--- config.mk ---
export PLATFORM = sky130hd
export DESIGN_NAME = cpu_fetch
export DESIGN_NICKNAME = d
export VERILOG_FILES = /design/src/rtl/cpu_pkg.sv /design/src/rtl/cpu_fetch_fifo.sv /design/src/rtl/cpu_fetch.sv
export SDC_FILE = /design/constraint.sdc
export NUM_CORES = 1
export LEC_CHECK = 0
export ABC_AREA = 1
export CORE_UTILIZATION = 43
export DETAILED_ROUTE_END_ITERATION = 10
export GPL_TIMING_DRIVEN = 0
export MAX_ROUTING_LAYER = met4
export PLACE_DENSITY = 0.79
export REMOVE_ABC_BUFFERS = 1
export SYNTH_ARGS = -nofsm -noshare
export SYNTH_HDL_FRONTEND = slang
export SYNTH_HIERARCHICAL = 1
export SYNTH_SLANG_ARGS = --single-unit
--- constraint.sdc ---
create_clock -name clk_i -period 3.8 [get_ports clk_i]
set_input_delay 0.76 -clock clk_i [delete_from_list [all_inputs] [get_ports clk_i]]
set_output_delay 0.76 -clock clk_i [all_outputs]
set_load 0.02 [all_outputs]
--- src/rtl/cpu_pkg.sv ---
// Shared definitions for the CPU fetch slice.
// Default widths and the fetch-stage state type.
package cpu_pkg;

   localparam int unsigned ADDR_W = 4;
   localparam int unsigned DATA_W = 8;

   typedef enum logic [0:0] {
      RUN   = 1'b0,
      FLUSH = 1'b1
   } fetch_state_t;

endpackage

--- src/rtl/cpu_fetch_fifo.sv ---
// Small synchronous FIFO with clear and occupancy count.
// Push and pop may coincide at any occupancy; clear wins over both.
module cpu_fetch_fifo #(
   parameter int W     = 8,
   parameter int DEPTH = 2
) (
   input  logic                       clk_i,
   input  logic                       rst_ni,
   input  logic                       clear_i,
   input  logic                       push_i,
   input  logic                       pop_i,
   input  logic [W-1:0]               data_i,
   output logic [W-1:0]               data_o,
   output logic [$clog2(DEPTH):0]     cnt_o
);

   localparam int AW = $clog2(DEPTH);
   localparam int CW = AW + 1;

   logic [W-1:0]  mem_q [DEPTH];
   logic [AW-1:0] wptr_q, rptr_q;
   logic [CW-1:0] cnt_q;

   always_ff @(posedge clk_i) begin
      if (push_i & ~clear_i) mem_q[wptr_q] <= data_i;
   end

   always_ff @(posedge clk_i or negedge rst_ni) begin
      if (!rst_ni) begin
         wptr_q <= '0;
         rptr_q <= '0;
         cnt_q  <= '0;
      end else if (clear_i) begin
         wptr_q <= '0;
         rptr_q <= '0;
         cnt_q  <= '0;
      end else begin
         wptr_q <= wptr_q + AW'(push_i);
         rptr_q <= rptr_q + AW'(pop_i);
         cnt_q  <= cnt_q + CW'(push_i) - CW'(pop_i);
      end
   end

   assign data_o = mem_q[rptr_q];
   assign cnt_o  = cnt_q;

endmodule

--- src/rtl/cpu_fetch.sv ---
// Instruction fetch stage: issues in-order memory reads for the PC,
// buffers returned words with their PC, and hands them to decode.
module cpu_fetch #(
   parameter int ADDR_W = cpu_pkg::ADDR_W,
   parameter int DATA_W = cpu_pkg::DATA_W,
   parameter int DEPTH  = 2
) (
   input  logic              clk_i,
   input  logic              rst_ni,
   input  logic [ADDR_W-1:0] pc_i,
   input  logic              pc_valid_i,
   output logic              pc_ready_o,
   input  logic              flush_i,
   output logic              mem_req_o,
   output logic [ADDR_W-1:0] mem_addr_o,
   input  logic              mem_gnt_i,
   input  logic              mem_rvalid_i,
   input  logic [DATA_W-1:0] mem_rdata_i,
   output logic              instr_valid_o,
   output logic [DATA_W-1:0] instr_o,
   output logic [ADDR_W-1:0] instr_pc_o,
   input  logic              instr_ready_i,
   output logic              err_o
);

   import cpu_pkg::*;

   localparam int CW = $clog2(DEPTH) + 1;

   fetch_state_t state_q, state_d;
   logic [CW-1:0] drop_q, drop_d;
   logic          err_q, err_d;

   // The PC queue occupancy doubles as the outstanding counter.
   logic [CW-1:0]             outst;
   logic [CW-1:0]             fifo_cnt;
   logic [ADDR_W-1:0]         pcq_head;
   logic [ADDR_W+DATA_W-1:0]  fifo_dout;

   logic run, valid, pop, can_issue, req, gnt, rv_ok;

   assign run       = (state_q == RUN);
   assign valid     = rst_ni & run & (fifo_cnt != '0);
   assign pop       = valid & instr_ready_i;
   assign can_issue = (({1'b0, outst} + {1'b0, fifo_cnt})
                       < (CW+1)'(DEPTH)) | pop;
   assign req       = rst_ni & run & pc_valid_i & can_issue & ~flush_i;
   assign gnt       = req & mem_gnt_i;
   assign rv_ok     = mem_rvalid_i & run & (outst != '0);

   always_comb begin
      state_d = state_q;
      drop_d  = drop_q;
      err_d   = err_q;
      unique case (state_q)
         RUN: begin
            if (mem_rvalid_i && outst == '0) err_d = 1'b1;
            if (flush_i) begin
               drop_d = outst - CW'(rv_ok);
               if (drop_d != '0) state_d = FLUSH;
            end
         end
         FLUSH: begin
            if (mem_rvalid_i) begin
               drop_d = drop_q - CW'(1);
               if (drop_q == CW'(1)) state_d = RUN;
            end
         end
         default: state_d = RUN;
      endcase
   end

   always_ff @(posedge clk_i or negedge rst_ni) begin
      if (!rst_ni) begin
         state_q <= RUN;
         drop_q  <= '0;
         err_q   <= 1'b0;
      end else begin
         state_q <= state_d;
         drop_q  <= drop_d;
         err_q   <= err_d;
      end
   end

   cpu_fetch_fifo #(.W(ADDR_W), .DEPTH(DEPTH)) u_pcq (
      .clk_i   (clk_i),
      .rst_ni  (rst_ni),
      .clear_i (flush_i),
      .push_i  (gnt),
      .pop_i   (rv_ok),
      .data_i  (pc_i),
      .data_o  (pcq_head),
      .cnt_o   (outst)
   );

   cpu_fetch_fifo #(.W(ADDR_W+DATA_W), .DEPTH(DEPTH)) u_ifq (
      .clk_i   (clk_i),
      .rst_ni  (rst_ni),
      .clear_i (flush_i),
      .push_i  (rv_ok),
      .pop_i   (pop),
      .data_i  ({pcq_head, mem_rdata_i}),
      .data_o  (fifo_dout),
      .cnt_o   (fifo_cnt)
   );

   assign mem_req_o     = req;
   assign mem_addr_o    = pc_i;
   assign pc_ready_o    = gnt;
   assign instr_valid_o = valid;
   assign instr_o       = valid ? fifo_dout[DATA_W-1:0] : '0;
   assign instr_pc_o    = valid ? fifo_dout[ADDR_W+DATA_W-1:DATA_W] : '0;
   assign err_o         = err_q;

endmodule

# After elaboration in Yosys (flattened, before gate mapping)
# Memory sizes are Yosys's and may differ from the RTL's.
# Cells that the tools add are included.
# totals
wordCells,67
out_inout_bits,20
ramBits,32
memories,2
input_bits,19
register_bits,12
# classes
eq_ne,3
reduce_logical,7
n_mux,20
n_bitwise,14
n_addsub,11
n_lt_le_gt_ge,1
# mem_list
memory,depth,word_bits,read_ports,rd_clocked_by_memory_dff,write_ports,line_no,text
u_ifq.mem_q,2,12,1,0,1,cpu_fetch_fifo.sv:20,logic [W-1:0] mem_q [DEPTH];
u_pcq.mem_q,2,4,1,0,1,cpu_fetch_fifo.sv:20,
# op_table
operator,n
two-way mux 1 bit,12
bitwise AND 1 bit,11
two-way mux 2 bit,4
two-way mux 8 bit,1
nonzero test 2 bit,3
subtractor 2 x 1 -> 2 bit,3
adder 1 bit,4
adder 2 x 1 -> 2 bit,2
two-way mux 4 bit,1
"!= test 2 bit, second input constant",2
one-hot mux 2 bit (2 select lines),1
AND reduction 2 bit,2
adder 2 x 2 -> 3 bit,1
"less-than comparator 3 x 2 -> 1 bit, second input constant",1
"== test 2 x 1 -> 1 bit, second input constant",1
logical NOT 2 bit,1
NOT 1 bit,2
one-hot mux 1 bit (2 select lines),1
"subtractor 2 x 1 -> 2 bit, second input constant",1
logical AND 1 bit,1
OR 1 bit,1

# Depth between registers and ports, before layout
# depth
ltp_word,11
ltp_mapped,11

# By module
# The synthesis kept the hierarchy.
# modules_own_cells
mod,n_inst,area_per_inst_um2,cells_per_inst
cpu_fetch_fifo (u_ifq),1,1082.3,65
cpu_fetch_fifo (u_pcq),1,500.5,40
cpu_fetch,1,495.5,83

# Worst setup path before layout
# No wires, ideal clock.
# synth_timing
path_kind,in2reg
startpoint,in mem_rvalid_i
endpoint,mem u_ifq/mem_q[1][0] in the netlist's numbering (enable)
required_ps,3419
path_buffers,0
arrival_ps,2075
setup_slack_ps,1344
setup_time_ps,381
cell_stages,4
cell_sequence,inv_1 -> a211oi_1 -> nand2_1 -> nor2_1
# synth_via
elab_chain_len,5
# synth_rtl
item,line_no,text
start: declaration,cpu_fetch.sv:17,"input logic mem_rvalid_i,"
bitwise AND 1 bit (2 in series),cpu_fetch.sv:49,assign rv_ok = mem_rvalid_i & run & (outst != '0);
named net rv_ok,cpu_fetch.sv:40,"logic run, valid, pop, can_issue, req, gnt, rv_ok;"
bitwise AND 1 bit,cpu_fetch_fifo.sv:25,if (push_i & ~clear_i) mem_q[wptr_q] <= data_i;
two-way mux 1 bit,cpu_fetch_fifo.sv:25,
two-way mux 1 bit (implied by the code),cpu_fetch_fifo.sv:25,
end: declaration,cpu_fetch_fifo.sv:20,
# The timed path passes the listed nets, and every way through them passes these cells.

# Worst setup path in the final report
# layout_timing
startpoint,in flush_i
endpoint,out pc_ready_o
# layout_via
elab_chain_len,3
# layout_rtl
item,line_no,text
start: declaration,cpu_fetch.sv:13,"input logic flush_i,"
NOT 1 bit,cpu_fetch.sv:47,assign req = rst_ni & run & pc_valid_i & can_issue & ~flush_i;
bitwise AND 1 bit,cpu_fetch.sv:47,
bitwise AND 1 bit,cpu_fetch.sv:48,assign gnt = req & mem_gnt_i;
end: declaration,cpu_fetch.sv:12,"output logic pc_ready_o,"
# No other way between the ends.

==> summary.md <==
| Metric | Value |
|---|---|
| Status | completed |
| CTS Sinks | 44 |
| Final Power | 1.11 mW |
| Max Fanout on Critical Path | 9 |
| DRC | 0 |
| Final core occ | 0.569 |
| # port buffers | 38 |
| DP HPWL | 2.29 mm |
| Met3 routed WL | 157 um |
| Worst IR drop on VDD | 0.000192 V |
| Distinct cells, synth | 21 |
| Final Wtd Congestion | 0.742 |
| Unrepaired setup endpoints after global routing | no |
| Met2 wire len | 1.55 mm |
| Launch point of the worst reg-to-reg path | u_pcq/cnt_o[1] |
| Worst Path Arrival | 2.78 ns |
| Synth Warn # | 6 |
| R2r worst-path depth | 4 |
| Mean Syn Cell Area | 11.1 um^2 |
| Max Transition Viols Final | 0 |
| Register area share after synthesis | 0.607 |
| Antenna violations before repair | 0 |
| R2r setup slk | 1.15 ns |
| Grt total ovfl | 0 |
| CTS buffer count | 5 |
| Worst path required time | 3.04 ns |
| Latest clock arrival within the worst-skew pair | 0.29 ns |
| # diodes | 0 |
| Hold Path Class | in -> async |
| Worst-Margin Slew | 1.08 ns |
| Routed vias/inst | 4.62 |
| Drt wl/cell | 11.4 um |
| Power per cell area | 432 nW/um^2 |
| Worst setup path start | flush_i |
| Die area | 5120 um^2 |
| Final setup viols | 0 |
| Die Height | 71.5 um |
| DIE WIDTH | 71.5 um |
| FILL cells | 390 |
| Vias in the first global route | 1211 |
| Final Hold Vio Count | 0 |
| DR pass1 iterations | 5 |
| Ports | 39 |
| Max frequency | 283 MHz |
| Register bit total from synthesis | 44 |
| LEAKAGE | 1.11 nW |
| DRT iter0 DRCs | 60 |
| Largest net degree at the start of global routing | 14 |
| Clk slew on worst S/H paths | 0.08 ns |
| Crit path kind | in -> out |
| Number of max-cap violations | 0 |
| M1 wire length | 1.39 mm |
| Antenna viol nets, final | 0 |
| Endpoint class of the critical path | primary output |
| Post-Syn Area | 2080 um^2 |
| Area growth, synth to finish | 23.3% |
| Post-Syn Instances | 188 |
| Crit start category | primary input |
| Layout Nets | 252 |
| Share of cells above drive strength 1 | 0.119 |
| Fin crit share | 0.931 |
| First-pass GRT wire length | 5.15 mm |
| Post-route cell area | 2560 um^2 |
| H-tree levels | 2 |
| Rel. slew slack | 0.278 |
| CTS Root Cell | clkbuf_8 |
| Top layer in use | met4 |
| Reg-to-reg endpoint | u_ifq/mem_q[1][8] |
| Starting Density | 0.461 |
| GRT Resource Usage Total | 0.142 |
| CTS tree | done |
| WL final | 3.18 mm |
| Worst Skew | 0.00460 ns |
| DR vias | 1290 |
| Critical Path End | pc_ready_o |
| Cell Area, Placed | 2460 um^2 |
| Core ar. | 4500 um^2 |
| Tmin final | 3.54 ns |
| Standard-cell row count | 24 |
| CTS max path bufs | 2 |
-- placed cells by master, fill, tap and decap left out, drive strengths merged --
cell	n
inv	40
clkbuf	7
clkinv	1
a21oi	4
o22ai	1
nor3	1
a211oi	1
edfxtp	32
nand3	4
dfrtp	12
bufinv	1
or2	1
clkdlybuf4s50	37
ha	6
o21bai	1
mux2	16
xor2	1
xnor2	2
nor2	30
fa	1
o21ai	3
nand2	25
-- synth_stat cells --
master,instances,area share
inv_1,40,0.072
edfxtp_1,32,0.46
nor2_1,30,0.054
nand2_1,24,0.043
mux2_2,16,0.087
dfrtp_1,12,0.14
ha_1,6,0.036
a21oi_1,4,0.0096
buf_4,4,0.014
nand3_1,4,0.0096
buf_6,3,0.016
o21ai_0,3,0.0072
xnor2_1,2,0.0084
a211oi_1,1,0.0036
fa_1,1,0.0096
nand2_2,1,0.0030
nor3_2,1,0.0048
o21bai_1,1,0.0036
o22ai_1,1,0.0030
or2_2,1,0.0030
xor2_1,1,0.0042
-- worst max-delay path, stage by stage --
cell and delay, ns:
clkdlybuf4s50_1 0.57, inv_1 0.19, nand2_1 0.08, nor3_2 0.10, nand2_1 0.09, nor2_1 0.30, clkdlybuf4s50_1 0.69
-- power breakdown --
| part | internal, mW | switching [mW] |
|---|---|---|
| Combinational | 0.0884 | 0.0948 |
| Clock | 0.195 | 0.147 |
| Sequential | 0.546 | 0.0341 |
| Total | 0.830 | 0.276 |
-- registers in the layout (all words and copies together), names as in the netlist, 2 cells and up --
register,count
u_ifq/cnt_o,2
drop_q,2
u_pcq/mem_q,8
u_ifq/mem_q,24
u_pcq/cnt_o,2
-- final cells by class --
| class | count | area [um^2] | area share |
|---|---|---|---|
| clock buffer | 6 | 72.6 | 0.0283 |
| clock inverter | 2 | 35.0 | 0.0137 |
| inverter | 40 | 150 | 0.0586 |
| multi-input combinational | 97 | 603 | 0.235 |
| sequential | 44 | 1260 | 0.492 |
| tap | 52 | 65.1 | 0.0254 |
| timing repair buffer | 38 | 375 | 0.146 |
-- timing repair --
action / in CTS / in global routing
gates resized for setup: 1 / 2
setup buffers: 0 / 0
setup endpoints to repair: 1 / 1
hold buffers: 0 / 0
gates cloned: 0 / 0
-- metal layers --
layer  up-vias  GRT usage
li1        670          -
met5         -          -
met4         0     0.0784
met3         5     0.0366
met2        32      0.247
met1       583      0.148
-- kinds of logic (layout without fill, tap and decap cells) --
logic type                 after synthesis  in the layout  share of synthesized area
adders and majority gates                7              7                     0.0458
DFF                                     44             44                      0.607
AOI/OAI and AO/OA                       10             10                     0.0271
muxes                                   16             16                     0.0867
xor gates and xnor gates                 3              3                     0.0126
buffers and inverters                   47             86                      0.103
and+or+nand+nor                         61             61                      0.118
-- worst min-delay path by stage --
stage	endpoint	from	slack [ns]	depth (start not counted)
detailed placement	err_o	err_o	0.46	1
floorplan	drop_q[1]	drop_q[1]	0.45	2
CTS	err_o	err_o	0.48	1
global placement	err_o	err_o	0.46	1
global route	drop_q[1]	rst_ni	0.36	1
finish	err_o	rst_ni	0.34	1
-- through the flow --
stage / worst slack (ns) / hold slack (ns) / cells / setup TNS (ns)
detailed placement: -0.149 / 0.465 / 271 / -0.149
floorplan: 1.34 / 0.449 / 181 / 0
global route: 0.101 / 0.363 / 279 / 0
finish: 0.264 / 0.342 / 279 / 0
CTS: 0.109 / 0.483 / 279 / 0
global placement: -0.169 / 0.461 / 271 / -0.169
No activity file was read; power rests on OpenSTA's default activity.
